==> src/rtl/seq_divider_pkg.sv <==
// Shared definitions for the sequential divider.
// Holds the FSM state encoding and the default operand width.
package seq_divider_pkg;

    // Default operand/result width in bits.
    localparam int unsigned DIV_W = 4;

    typedef enum logic [1:0] {
        IDLE = 2'd0,
        RUN  = 2'd1,
        DONE = 2'd2
    } state_t;

endpackage

==> src/rtl/seq_divider_if.sv <==
// Request/result bundle of the sequential divider.
//   start     : request a division (honoured only while idle)
//   dvd, dvs  : unsigned dividend / divisor, captured on an accepted start
//   busy      : iteration phase in progress
//   done      : one-cycle pulse, quo/rem valid from this cycle
//   quo, rem  : quotient / remainder
//   err       : divide-by-zero flag
// master drives the request, slave (the divider) drives the results.
interface seq_divider_if
    import seq_divider_pkg::*;
#(
    parameter int unsigned W = DIV_W
);
    logic         start;
    logic [W-1:0] dvd;
    logic [W-1:0] dvs;
    logic         busy;
    logic         done;
    logic [W-1:0] quo;
    logic [W-1:0] rem;
    logic         err;

    modport master (
        output start, dvd, dvs,
        input  busy, done, quo, rem, err
    );

    modport slave (
        input  start, dvd, dvs,
        output busy, done, quo, rem, err
    );
endinterface

==> src/rtl/seq_divider_shl_reg.sv <==
// Quotient/dividend register of the divider.
// W-bit register with synchronous parallel load and left shift; the serial
// input enters bit 0. Load wins over shift.
//   clk   : rising-edge clock
//   clr   : asynchronous active-high clear
//   load  : load din
//   shift : shift left, sin into bit 0
//   sin   : serial input
//   din   : parallel load data
//   q     : register contents
module shl_reg #(
    parameter int unsigned W = 4
) (
    input  logic         clk,
    input  logic         clr,
    input  logic         load,
    input  logic         shift,
    input  logic         sin,
    input  logic [W-1:0] din,
    output logic [W-1:0] q
);
    always_ff @(posedge clk or posedge clr) begin
        if (clr) begin
            q <= '0;
        end else if (load) begin
            q <= din;
        end else if (shift) begin
            q <= {q[W-2:0], sin};
        end
    end
endmodule

==> src/rtl/seq_divider.sv <==
// Sequential restoring divider, one quotient bit per clock.
//   clk : rising-edge clock
//   clr : asynchronous active-high reset
//   bus : seq_divider_if slave (start/dvd/dvs in, busy/done/quo/rem/err out)
// Optional feature: define SEQ_DIVIDER_DIVZERO_EN to short-cut dvs=0 straight
// to DONE with err=1, quo=0, rem=dvd. Without it err is tied 0 and dvs=0 runs
// the normal iterations (quo all ones, rem=dvd).
module seq_divider
    import seq_divider_pkg::*;
#(
    parameter int unsigned W = DIV_W
) (
    input logic          clk,
    input logic          clr,
    seq_divider_if.slave bus
);
    localparam int unsigned   CW   = $clog2(W + 1);
    localparam logic [CW-1:0] LAST = CW'(W - 1);

    state_t        state;
    logic [W:0]    a;        // partial remainder
    logic [W-1:0]  dvs_r;
    logic [W-1:0]  q;
    logic [W-1:0]  q_din;
    logic [CW-1:0] cnt;
    logic          busy_r;
    logic          done_r;
    logic          accept;
    logic          shift_en;
    logic          dz;
    logic [W:0]    a_sh;
    logic [W:0]    diff;
    logic          qbit;

`ifdef SEQ_DIVIDER_DIVZERO_EN
    logic err_r;
    assign dz      = (bus.dvs == '0);
    assign bus.err = err_r;
`else
    assign dz      = 1'b0;
    assign bus.err = 1'b0;
`endif

    assign accept   = (state == IDLE) && bus.start;
    assign shift_en = (state == RUN);

    // {A,Q} shifted left by one; A's old MSB falls off (it is always 0 after
    // a restore since A < divisor).
    assign a_sh = (W + 1)'({a, q[W-1]});
    assign diff = a_sh - {1'b0, dvs_r};
    assign qbit = ~diff[W];
    assign q_din = dz ? '0 : bus.dvd;

    shl_reg #(
        .W (W)
    ) u_q (
        .clk   (clk),
        .clr   (clr),
        .load  (accept),
        .shift (shift_en),
        .sin   (qbit),
        .din   (q_din),
        .q     (q)
    );

    always_ff @(posedge clk or posedge clr) begin
        if (clr) begin
            state  <= IDLE;
            a      <= '0;
            dvs_r  <= '0;
            cnt    <= '0;
            busy_r <= 1'b0;
            done_r <= 1'b0;
`ifdef SEQ_DIVIDER_DIVZERO_EN
            err_r  <= 1'b0;
`endif
        end else begin
            case (state)
                IDLE: begin
                    if (bus.start) begin
                        dvs_r <= bus.dvs;
                        cnt   <= '0;
`ifdef SEQ_DIVIDER_DIVZERO_EN
                        err_r <= dz;
`endif
                        if (dz) begin
                            a      <= {1'b0, bus.dvd};
                            done_r <= 1'b1;
                            state  <= DONE;
                        end else begin
                            a      <= '0;
                            busy_r <= 1'b1;
                            state  <= RUN;
                        end
                    end
                end
                RUN: begin
                    a   <= qbit ? diff : a_sh;
                    cnt <= cnt + CW'(1);
                    if (cnt == LAST) begin
                        busy_r <= 1'b0;
                        done_r <= 1'b1;
                        state  <= DONE;
                    end
                end
                DONE: begin
                    done_r <= 1'b0;
                    state  <= IDLE;
                end
                default: begin
                    state <= IDLE;
                end
            endcase
        end
    end

    assign bus.busy = busy_r;
    assign bus.done = done_r;
    assign bus.quo  = q;
    assign bus.rem  = a[W-1:0];
endmodule

==> src/flat_wrapper.sv <==
// flat-port wrapper written by rule: the top's interface ports become plain ports
module seq_divider_flat import seq_divider_pkg::*;
#(
    parameter int unsigned W = DIV_W
)
  (clk, clr, bus_start, bus_dvd, bus_dvs, bus_busy, bus_done, bus_quo, bus_rem, bus_err);
  seq_divider_if #(.W(W)) bus_i ();
  input logic clk;
  input logic clr;
  input wire logic [$bits(bus_i.start)-1:0] bus_start;
  input wire logic [$bits(bus_i.dvd)-1:0] bus_dvd;
  input wire logic [$bits(bus_i.dvs)-1:0] bus_dvs;
  output wire logic [$bits(bus_i.busy)-1:0] bus_busy;
  output wire logic [$bits(bus_i.done)-1:0] bus_done;
  output wire logic [$bits(bus_i.quo)-1:0] bus_quo;
  output wire logic [$bits(bus_i.rem)-1:0] bus_rem;
  output wire logic [$bits(bus_i.err)-1:0] bus_err;
  assign bus_i.start = bus_start;
  assign bus_i.dvd = bus_dvd;
  assign bus_i.dvs = bus_dvs;
  assign bus_busy = bus_i.busy;
  assign bus_done = bus_i.done;
  assign bus_quo = bus_i.quo;
  assign bus_rem = bus_i.rem;
  assign bus_err = bus_i.err;
  seq_divider #(.W(W)) u_core (.clk(clk), .clr(clr), .bus(bus_i));
endmodule
==> config.mk <==
export PLATFORM = sky130hd
export DESIGN_NAME = seq_divider_flat
export DESIGN_NICKNAME = d
export VERILOG_FILES = /design/src/rtl/seq_divider_pkg.sv /design/src/rtl/seq_divider_if.sv /design/src/rtl/seq_divider_shl_reg.sv /design/src/rtl/seq_divider.sv /design/src/flat_wrapper.sv
export SDC_FILE = /design/constraint.sdc
export NUM_CORES = 1
export LEC_CHECK = 0
export ABC_AREA = 1
export CAP_MARGIN = 20
export CORE_MARGIN = 5
export CORE_UTILIZATION = 45
export DETAILED_ROUTE_END_ITERATION = 12
export PLACE_DENSITY = 0.81
export SLEW_MARGIN = 20
export SYNTH_ARGS = -nofsm -noshare
export SYNTH_HDL_FRONTEND = slang
export SYNTH_SLANG_ARGS = --single-unit
==> constraint.sdc <==
create_clock -name clk -period 2.2 [get_ports clk]
set_input_delay 0.22 -clock clk [delete_from_list [all_inputs] [get_ports clk]]
set_output_delay 0.22 -clock clk [all_outputs]
set_load 0.02 [all_outputs]
## Word level (Yosys, flattened, before mapping)

Index checks and enable logic that the tools add are counted.

| cells by class | value |
|---|---|
| eq/ne operators | 5 |
| mux-type cells | 15 |
| add/subtract/negate cells | 2 |
| reductions and logical operators | 10 |
| bitwise logic cells | 1 |

Operators by type and width:

| kind | count |
|---|---|
| $mux W4 | 4 |
| $pmux W4 S2 | 1 |
| $reduce_and A2 Y1 | 4 |
| $pmux W3 S2 | 1 |
| $reduce_bool A2 Y1 | 3 |
| $sub A5 B4 Y5 | 1 |
| $mux W2 | 2 |
| $ne A2 B2 Y1 const B | 2 |
| $pmux W1 S2 | 2 |
| $pmux W2 S2 | 1 |
| $add A3 B1 Y3 const B | 1 |
| $eq A3 B2 Y1 const B | 1 |
| $mux W1 | 3 |
| $mux W3 | 1 |
| $reduce_and A3 Y1 | 1 |
| $eq A2 B1 Y1 const B | 1 |
| $eq A2 B2 Y1 const B | 1 |
| $logic_not A2 Y1 | 1 |
| $logic_and A1 B1 Y1 | 1 |
| $not A1 Y1 | 1 |

| storage, ports and cells | value |
|---|---|
| register bits after elaboration | 19 |
| input port bits | 11 |

## Depth between registers and ports, before layout

Gate-level depths: netlist (run 1).

| depth | value |
|---|---|
| depth in word-level cells | 4 |
| gate-level depth with buffers | 11 |
| mapped depth without buffers | 11 |

## Hierarchy

Synthesis (run 1) repeated with hierarchy kept, for this count alone.

| second synthesis, totals | value |
|---|---|
| cell total of the unflattened synthesis | 123 |
| area total of the unflattened synthesis | 1048.5 µm² |

Modules (own cells, without submodules):

| module | cells each | instances | area each (µm²) |
|---|---|---|---|
| seq_divider | 100 | 1 | 867.1 |
| shl_reg | 23 | 1 | 181.4 |

## Worst setup path after synthesis (run 1)

No wires, ideal clock.

| timing | value |
|---|---|
| kind | register -> register |
| start | register u_core.u_q.q[3] |
| end | register u_core.a[2] |
| library setup time | 117 ps |
| path buffers | 0 |
| slack | 409 ps |
| arrival | 1674 ps |
| stages on the path, launching flop included | 12 |
| data required time | 2083 ps |
| clock period less this slack | 1791 ps |
| cells stage by stage | dfrtp_1 > inv_1 > ha_1 > fa_1 > inv_1 > nand2_1 > nand2_1 > nand3_4 > nand2_4 > nand2_1 > nand3_1 > nand2_1 |

| on the way | value |
|---|---|
| cells in the longest elaborated chain, start to end | 3 |

RTL lines:

| what | RTL line | source |
|---|---|---|
| start: declaration | seq_divider_shl_reg.sv:20 | `output logic [W-1:0] q` |
| start signal: assignment | seq_divider_shl_reg.sv:26 | `q <= din;` |
| start signal: assignment | seq_divider_shl_reg.sv:28 | `q <= {q[W-2:0], sin};` |
| $sub A5 B4 Y5 | seq_divider.sv:50 | `assign diff = a_sh - {1'b0, dvs_r};` |
| $mux W4 | seq_divider.sv:98 | `a <= qbit ? diff : a_sh;` |
| $pmux W4 S2 | seq_divider.sv:78 | `case (state)` |
| end signal: assignment | seq_divider.sv:87 | `a <= {1'b0, bus.dvd};` |
| end signal: assignment | seq_divider.sv:98 |  |
| end: declaration | seq_divider.sv:21 | `logic [W:0] a;` |

No other way between the ends.
A chain may end at the register's enable or synchronous reset.

## Worst setup path in the final report (run 1)

| timing | value |
|---|---|
| start | register u_core.u_q.q[3] |
| end | register u_core.a[1] |

Same word-level chain as after synthesis.

==> results of run 1 <==
[cells in the mapped netlist]
cell,n
nand3_2,1
inv_2,3
buf_4,2
o211ai_1,1
nand3_1,9
or2_4,1
nand3_4,1
nand2_1,31
xor2_1,1
o21ai_1,3
nand3b_1,2
nor2_1,3
nand2_2,3
fa_1,1
inv_4,1
dfrtp_1,19
inv_1,15
o221ai_1,3
a22o_1,1
a21oi_1,3
o22ai_1,1
ha_1,6
conb_1,1
o22a_1,1
o21ai_0,1
nand2_4,1
[state kept, by name (all words and copies together), names as in the netlist]
| signal | count |
|---|---|
| u_core.dvs_r | 4 |
| u_core.bus.done | 1 |
| u_core.cnt | 3 |
| u_core.u_q.q | 4 |
| u_core.state | 2 |
| u_core.bus.busy | 1 |
| u_core.a | 4 |
[kinds of logic (layout without fill, tap and decap cells)]
logic type / Yosys count / count (layout) / synth area share (%)
other: 1 / 1 / 0.3682
flip-flops: 19 / 19 / 46.68
AND/OR/NAND/NOR: 52 / 52 / 24.94
buffers and inverters: 21 / 43 / 8.722
XOR/XNOR: 1 / 1 / 0.8601
adder cells (fa/ha/maj): 7 / 7 / 9.336
AO/OA/AOI/OAI: 14 / 14 / 9.091
[worst paths after layout]
| check | startpoint | cells past startpoint | end | slack, ps |
|---|---|---|---|---|
| worst max-delay path | u_core.u_q.q[3]$_DFFE_PP0P_ | 11 | u_core.a[1]$_DFFE_PP0P_ | 390 |
| worst min-delay path | clr | 2 | u_core.bus.done$_DFFE_PP0P_ | 320 |
| worst max register to register | u_core.u_q.q[3]$_DFFE_PP0P_ | 11 | u_core.a[1]$_DFFE_PP0P_ | 390 |
| worst min register to register | u_core.bus.busy$_DFFE_PP0P_ | 2 | u_core.bus.busy$_DFFE_PP0P_ | 500 |
| max in group asynchronous | clr | 2 | u_core.dvs_r[1]$_DFFE_PP0P_ | 1420 |
| min in group clk | bus_dvs[0] | 3 | u_core.dvs_r[0]$_DFFE_PP0P_ | 440 |
[per-stage QoR]
step / cells / power [mW] / hold WS [ps]
final: 165 / 2.269 / 316.5
after global routing: 165 / 2.507 / 406.2
after CTS: 165 / 2.285 / 334.0
after detailed placement: 161 / 2.093 / 473.2
after global placement: 161 / 2.026 / 462.2
after floorplan: 115 / 1.683 / 171.1
[routing by layer]
| layer | vias up | part of all wire (%) | GRT usage [%] | routed length [um] |
|---|---|---|---|---|
| li1 | 412 | - | - | - |
| met1 | 377 | 44 | 17.02 | 903 |
| met2 | 9 | 51 | 26.45 | 1067 |
| met3 | 5 | 1.3 | 1.357 | 27 |
| met4 | 0 | 3.6 | 9.934 | 74 |
| met5 | - | 0 | 0 | 0 |
[power by group through the flow]
stage                     sequential [mW]  combinational, mW  clock, mW
after floorplan                     0.733              0.951          0
after global placement              0.642               1.38          0
after detailed placement            0.649               1.44          0
after CTS                           0.641               1.45      0.192
after global routing                0.661               1.64      0.203
final                               0.642               1.44      0.185
[final cells by class]
cell class,count,area (sq um),area share (%)
Sequential cell,19,475.5,37.55
Multi-Input combinational cell,75,454.2,35.87
Timing Repair Buffer,20,200.2,15.81
Inverter,19,73.82,5.830
Tap cell,28,35.03,2.767
Clock buffer,3,22.52,1.779
Clock inverter,1,5.005,0.3953
[critical path: stages, from the launching register on]
cell and delay, ps:
dfrtp_1 370, inv_1 70, ha_1 230, fa_1 400, inv_1 90, nand2_1 50, nand2_1 110, nand3_4 110
nand2_4 110, nand2_1 50, nand3_1 70, nand2_1 50
==> impl_summary.txt, run 1 <==
----------------------------------------------------
[Global route]
  Total global-route track usage ... 15.01%
  Grt total ovfl ... 0
  Maximum number of pins on one net before global-route repair ... 20
  Number of antenna violations at the first check in global routing ... 0
  Global-route wire length before repair ... 3781 um
  Number of global-route vias before repair ... 863

[Critical path]
  Data arrival time of the critical path ... 2020 ps
  CP required ... 2410 ps
  Largest fanout of any net on the critical path ... 5
  Category of the critical setup timing path ... flop to flop
  Launching element type of the critical path ... flop
  Kind of capture point of the worst setup path ... flop

[Placement]
  Placed standard-cell area ... 0.001239 sq mm
  Detailed-placement wirelength estimate ... 1633 um
  Placement Setup Slack ... 426.0 ps
  Input/output buffers ... 20
  Gp weighted congestion ... 0.7917

[STA]
  Transition time at the pin with the least slew margin ... 731.5 ps
  Final critical path time including I/O delays and setup ... 1814 ps
  Post-route setup TNS ... 0 ps
  Slew Viols, Final ... 0
  Unrepaired setup endpoints after global routing ... no
  Slack of the critical path ... 386.1 ps
  Count of endpoints failing setup in the final report ... 0
  Worst max-slew margin expressed relative to the limit ... 51.18%
  Fmax ... 0.5513 GHz
  Share of the clock period used by the worst path after layout ... 82.45%
  Count of endpoints failing hold in the final timing report ... 0
  Final clock skew ... 7.724 ps

[Floorplanning]
  Starting density of the core ... 46.49%
  Area of the core region ... 0.002191 sq mm
  Die outline area ... 0.003315 sq mm
  Number of top-level design ports ... 22
  Placement Rows ... 17
  Floorplan die width ... 57.58 um
  Height of the die ... 57.58 um

[Synth]
  Number of different library cells in the post-synthesis netlist ... 26
  Cell type with the highest aggregate area in the netlist ... dfrtp_1
  Yosys warns ... 0
  Synthesized netlist cell count ... 115
  Average cell area after synthesis ... 8.856 sq um
  Flip-flop and latch count after synthesis ... 19
  Portion of synthesized cell area occupied by the leading cell type ... 46.68%
  Top cells by area in the synthesized netlist ... dfrtp_1 (47%), nand2_1 (11%), ha_1 (7.4%), inv_1 (5.5%), nand3_1 (4.4%)
  Cell area after synthesis ... 0.001018 sq mm
  Post-Syn Nets ... 133
  Sequential cell area fraction in the yosys report ... 46.68%

[Pwr]
  Internal ... 1.195 mW
  Flop pwr share ... 28.3%
  Worst-case vdd ir drop ... 0.7988 mV
  Switching power summed over all nets ... 1.073 mW
  Power density of the placed cells ... 1792 mW/mm^2
  Standby leakage power ... 0.6281 nW
  Switching part of the total ... 47.31%
  Relative contribution of combinational cells to total power ... 63.5%
  Clock power frac ... 8.2%

[Clock tree]
  Setup bufs post-CTS ... 0
  Number of CTS-inserted buffers ... 3
  CTS Buffer Depth ... 2
  Post-cts resize count ... 0
  Cts hold-fix bufs ... 0
  Maximum level of the CTS H-tree ... 1
  CTS tree ... done
  Root buffer cell ... clkbuf_4
  Worst-path clk slew ... 110 ps
  TritonCTS Sinks ... 19
  Insertion delay to the later sink of the worst-skew pair ... 310 ps

[Worst hold path]
  Worst Hold Class ... primary input to asynchronous set/reset pin

[Route]
  Avg WL per Cell ... 12.57 um
  Detailed-route via count ... 803
  Iteration-0 DRC count of the detailed router ... 12
  DRC errors left ... 0
  Vias per cell ... 4.867
  Drt total wl ... 2074 um
  Number of nets still failing antenna checks after routing ... 0
  Length of the first detailed-routing pass in iterations ... 4

[Cells and area]
  Net count reported at finish ... 156
  Most common cell after layout, fill and taps aside ... nand2_1
  Share of the core filled with cells ... 57.80%
  Ratio of cells with drive above 1 in the final layout ... 10.95%
  Final std cell area, no fill ... 0.001266 sq mm
  Count of antenna diodes in the layout ... 0
  Area added between synthesis and finish ... 24.32%
  Commonest non-fill, non-tap cells in the layout ... nand2_1 (31), clkdlybuf4s50_1 (20), dfrtp_1 (19)
  Number of filler cells placed in the layout ... 192

[Job]
  Max Cap Viol ... 0

[Run status]
  Outcome ... finished clean

----------------------------------------------------
No activity file was read; power rests on OpenSTA's default activity.
==> run 2: changes to the inputs <==
--- a/config.mk
+++ b/config.mk
@@ -8,9 +8,9 @@
 export ABC_AREA = 1
 export CAP_MARGIN = 20
 export CORE_MARGIN = 5
-export CORE_UTILIZATION = 45
+export CORE_UTILIZATION = 44
 export DETAILED_ROUTE_END_ITERATION = 12
-export PLACE_DENSITY = 0.81
+export PLACE_DENSITY = 0.83
 export SLEW_MARGIN = 20
 export SYNTH_ARGS = -nofsm -noshare
 export SYNTH_HDL_FRONTEND = slang
==> constraint.sdc (replaced) <==
create_clock -name clk -period 1.6 [get_ports clk]
set_input_delay 0.16 -clock clk [delete_from_list [all_inputs] [get_ports clk]]
set_output_delay 0.16 -clock clk [all_outputs]
set_load 0.02 [all_outputs]
==> impl_summary.txt, run 2 (synthesis gave the netlist of run 1 again) <==
----------------------------------------------------
[Floorplanning]
  Floorplan die width ... 58.11 um (was 57.58 um)
  Placement Rows ... 17 (unchanged)
  Number of top-level design ports ... 22 (unchanged)
  Starting density of the core ... 46.04% (was 46.49%)
  Area of the core region ... 0.002212 sq mm (was 0.002191 sq mm)
  Die outline area ... 0.003377 sq mm (was 0.003315 sq mm)
  Height of the die ... 58.11 um (was 57.58 um)

[Cells and area]
  Largest regs ... u_core.a x4, u_core.dvs_r x4, u_core.u_q.q x4 (unchanged)
  Number of filler cells placed in the layout ... 184 (was 192)
  Area added between synthesis and finish ... 33.05% (was 24.32%)
  Multi-input logic area ... 501.7 sq um (was 454.2 sq um)
  Flip-flop and latch area ... 476.7 sq um (was 475.5 sq um)
  Net count reported at finish ... 161 (was 156)
  Ratio of cells with drive above 1 in the final layout ... 22.54% (was 10.95%)
  Count of antenna diodes in the layout ... 0 (unchanged)
  Most common cell after layout, fill and taps aside ... nand2_1 (unchanged)
  Commonest non-fill, non-tap cells in the layout ... nand2_1 (27), clkdlybuf4s50_1 (19), dfrtp_1 (18) (was nand2_1 (31), clkdlybuf4s50_1 (20), dfrtp_1 (19))
  Finished Layout Cells ... 170 (was 165)

[Job]
  Max Cap Viol ... 0 (unchanged)

[Clock tree]
  Number of CTS-inserted buffers ... 3 (unchanged)
  Insertion delay to the later sink of the worst-skew pair ... 300 ps (was 310 ps)
  Worst-path clk slew ... 120 ps (was 110 ps)
  CTS Buffer Depth ... 2 (unchanged)
  CTS tree ... done (unchanged)
  Root buffer cell ... clkbuf_4 (unchanged)
  Maximum level of the CTS H-tree ... 1 (unchanged)
  TritonCTS Sinks ... 19 (unchanged)

[Critical path]
  Cell chain of the critical path ... ha_4, fa_2, inv_2, nand3_1, nand3_4, nand3_1, nand3_2, nand2_1 (was inv_1, ha_1, fa_1, inv_1, nand2_1, nand2_1, nand3_4, nand2_4, nand2_1, nand3_1, nand2_1)
  CP delay by family, top ... adder cells (unchanged)
  Category of the critical setup timing path ... flop to flop (unchanged)
  Kind of capture point of the worst setup path ... flop (unchanged)
  Largest fanout of any net on the critical path ... 5 (unchanged)
  Slowest Stage Delay on Critical Path ... 420 ps (was 400 ps)
  CP required ... 1810 ps (was 2410 ps)
  Startpoint of the most critical setup path ... u_core.dvs_r[0]$_DFFE_PP0P_ (was u_core.u_q.q[3]$_DFFE_PP0P_)
  Cell type with the highest occurrence count on the critical path ... nand3_1 (was nand2_1)
  Launching element type of the critical path ... flop (unchanged)
  Buf+Inv Stages, Crit Path ... 1 (was 2)
  Data arrival time of the critical path ... 1830 ps (was 2020 ps)
  Slowest-stage cell, CP ... dfrtp_1 (was fa_1)
  Launch instance of the worst register-to-register path ... u_core.dvs_r[0]$_DFFE_PP0P_ (was u_core.u_q.q[3]$_DFFE_PP0P_)

[Global route]
  Global-route wire length before repair ... 3801 um (was 3781 um)
  Total global-route track usage ... 14.44% (was 15.01%)
  Grt total ovfl ... 0 (unchanged)
  Number of global-route vias before repair ... 909 (was 863)
  Number of antenna violations at the first check in global routing ... 0 (unchanged)
  Maximum number of pins on one net before global-route repair ... 20 (unchanged)

[Pwr]
  Power density of the placed cells ... 2524 mW/mm^2 (was 1792 mW/mm^2)
  Worst-case vdd ir drop ... 1.498 mV (was 0.7988 mV)
  Final Power ... 3.420 mW (was 2.269 mW)
  Standby leakage power ... 0.6683 nW (was 0.6281 nW)

[Route]
  Drt total wl ... 2166 um (was 2074 um)
  Top routing layer used ... met4 (unchanged)
  Length of the first detailed-routing pass in iterations ... 4 (unchanged)
  Detailed-route via count ... 847 (was 803)
  Wire length on met2 ... 1108 um (was 1067 um)
  Number of nets still failing antenna checks after routing ... 0 (unchanged)
  Vias per cell ... 4.982 (was 4.867)
  Met3 Routed Length ... 102 um (was 27 um)
  Met1 Wirelength ... 938 um (was 903 um)
  DRC errors left ... 0 (unchanged)
  Iteration-0 DRC count of the detailed router ... 14 (was 12)
  Avg WL per Cell ... 12.74 um (was 12.57 um)

[Placement]
  Gp weighted congestion ... 0.8178 (was 0.7917)
  Input/output buffers ... 20 (unchanged)
  Detailed-placement wirelength estimate ... 1666 um (was 1633 um)
  Post-Place Cells ... 164 (was 161)
  Placement Setup Slack ... -45.83 ps (was 426.0 ps)

[STA]
  Count of endpoints failing setup in the final report ... 5 (was 0)
  Final clock skew ... 4.758 ps (was 7.724 ps)
  Share of the clock period used by the worst path after layout ... 101.7% (was 82.45%)
  Slack of the critical path ... -27.56 ps (was 386.1 ps)
  Unrepaired setup endpoints after global routing ... yes (was no)
  Post-route setup TNS ... -91.02 ps (was 0 ps)
  Final critical path time including I/O delays and setup ... 1628 ps (was 1814 ps)
  Fmax ... 0.6144 GHz (was 0.5513 GHz)
  Slew Viols, Final ... 0 (unchanged)
  Count of endpoints failing hold in the final timing report ... 0 (unchanged)

[Run status]
  Violations in the final reports ... negative setup slack
  Outcome ... finished with violations (was finished clean)

[Worst hold path]
  Worst Hold Class ... primary input to asynchronous set/reset pin (unchanged)

----------------------------------------------------
## run 2: cell types whose count changed in the layout (fill, tap and decap cells not counted), sizes merged
cell / before / now
dlymetal6s2s: 0 / 1
clkdlybuf4s50: 20 / 19
buf: 0 / 5
## run 2: power breakdown
group	total (mW)	switching (mW)	internal (mW)
Combinational	2.28	1.30	0.978
Clock	0.253	0.160	0.0932
Sequential	0.887	0.163	0.725
Total	3.42	1.62	1.80
## run 2: per-stage QoR
step	hold slack [ps]	util, %	instance area [sq um]
floorplan	111.1	-	1042
global placement	460.5	58.09	1285
detailed placement	462.7	58.09	1285
CTS	167.3	60.24	1333
global route	190.6	61.26	1355
finish	161.0	61.26	1355
## run 2: tightest hold or removal path, stage by stage
cell and delay (ps):
clkdlybuf4s50_1 400, inv_1 50, buf_4 250
## run 2: metal layers
metal	track usage (%)	vias to the layer above
met4	2.980	0
met2	26.13	26
met5	0	-
met1	16.83	393
met3	4.232	2
li1	-	426
## run 2: repair_timing
item,in CTS,in global routing
hold buffers,0,0
cloned,0,0
setup endpoints to repair,5,5
pin swaps,4,1
gates resized for setup,4,3
setup buffers,1,1
## run 2: final cells by class
type	instances	share of cell area (%)
clock inverters	1	0.3693
clock buffers	3	1.662
inverters	19	5.448
multi-input cells	75	37.03
repair buffers	25	17.73
flip-flops and latches	19	35.18
well taps	28	2.585
## run 2: worst paths after layout
check	to	slack [ps]	cells after the start
max in group asynchronous	u_core.u_q.q[3]$_DFFE_PP0P_	1230	3
min in group clk	u_core.dvs_r[2]$_DFFE_PP0P_	390	3
min	u_core.bus.busy$_DFFE_PP0P_	160	3
max	u_core.a[1]$_DFFE_PP0P_	-30	8
min reg2reg	u_core.cnt[0]$_DFFE_PP0P_	490	1
max reg2reg	u_core.a[1]$_DFFE_PP0P_	-30	8
==> run 3: changes to the inputs <==
--- a/config.mk
+++ b/config.mk
@@ -6,7 +6,6 @@
 export NUM_CORES = 1
 export LEC_CHECK = 0
 export ABC_AREA = 1
-export CAP_MARGIN = 20
 export CORE_MARGIN = 5
 export CORE_UTILIZATION = 44
 export DETAILED_ROUTE_END_ITERATION = 12
==> results of run 3 <==
Final layout, timing and power as in run 2 (identical DEF).
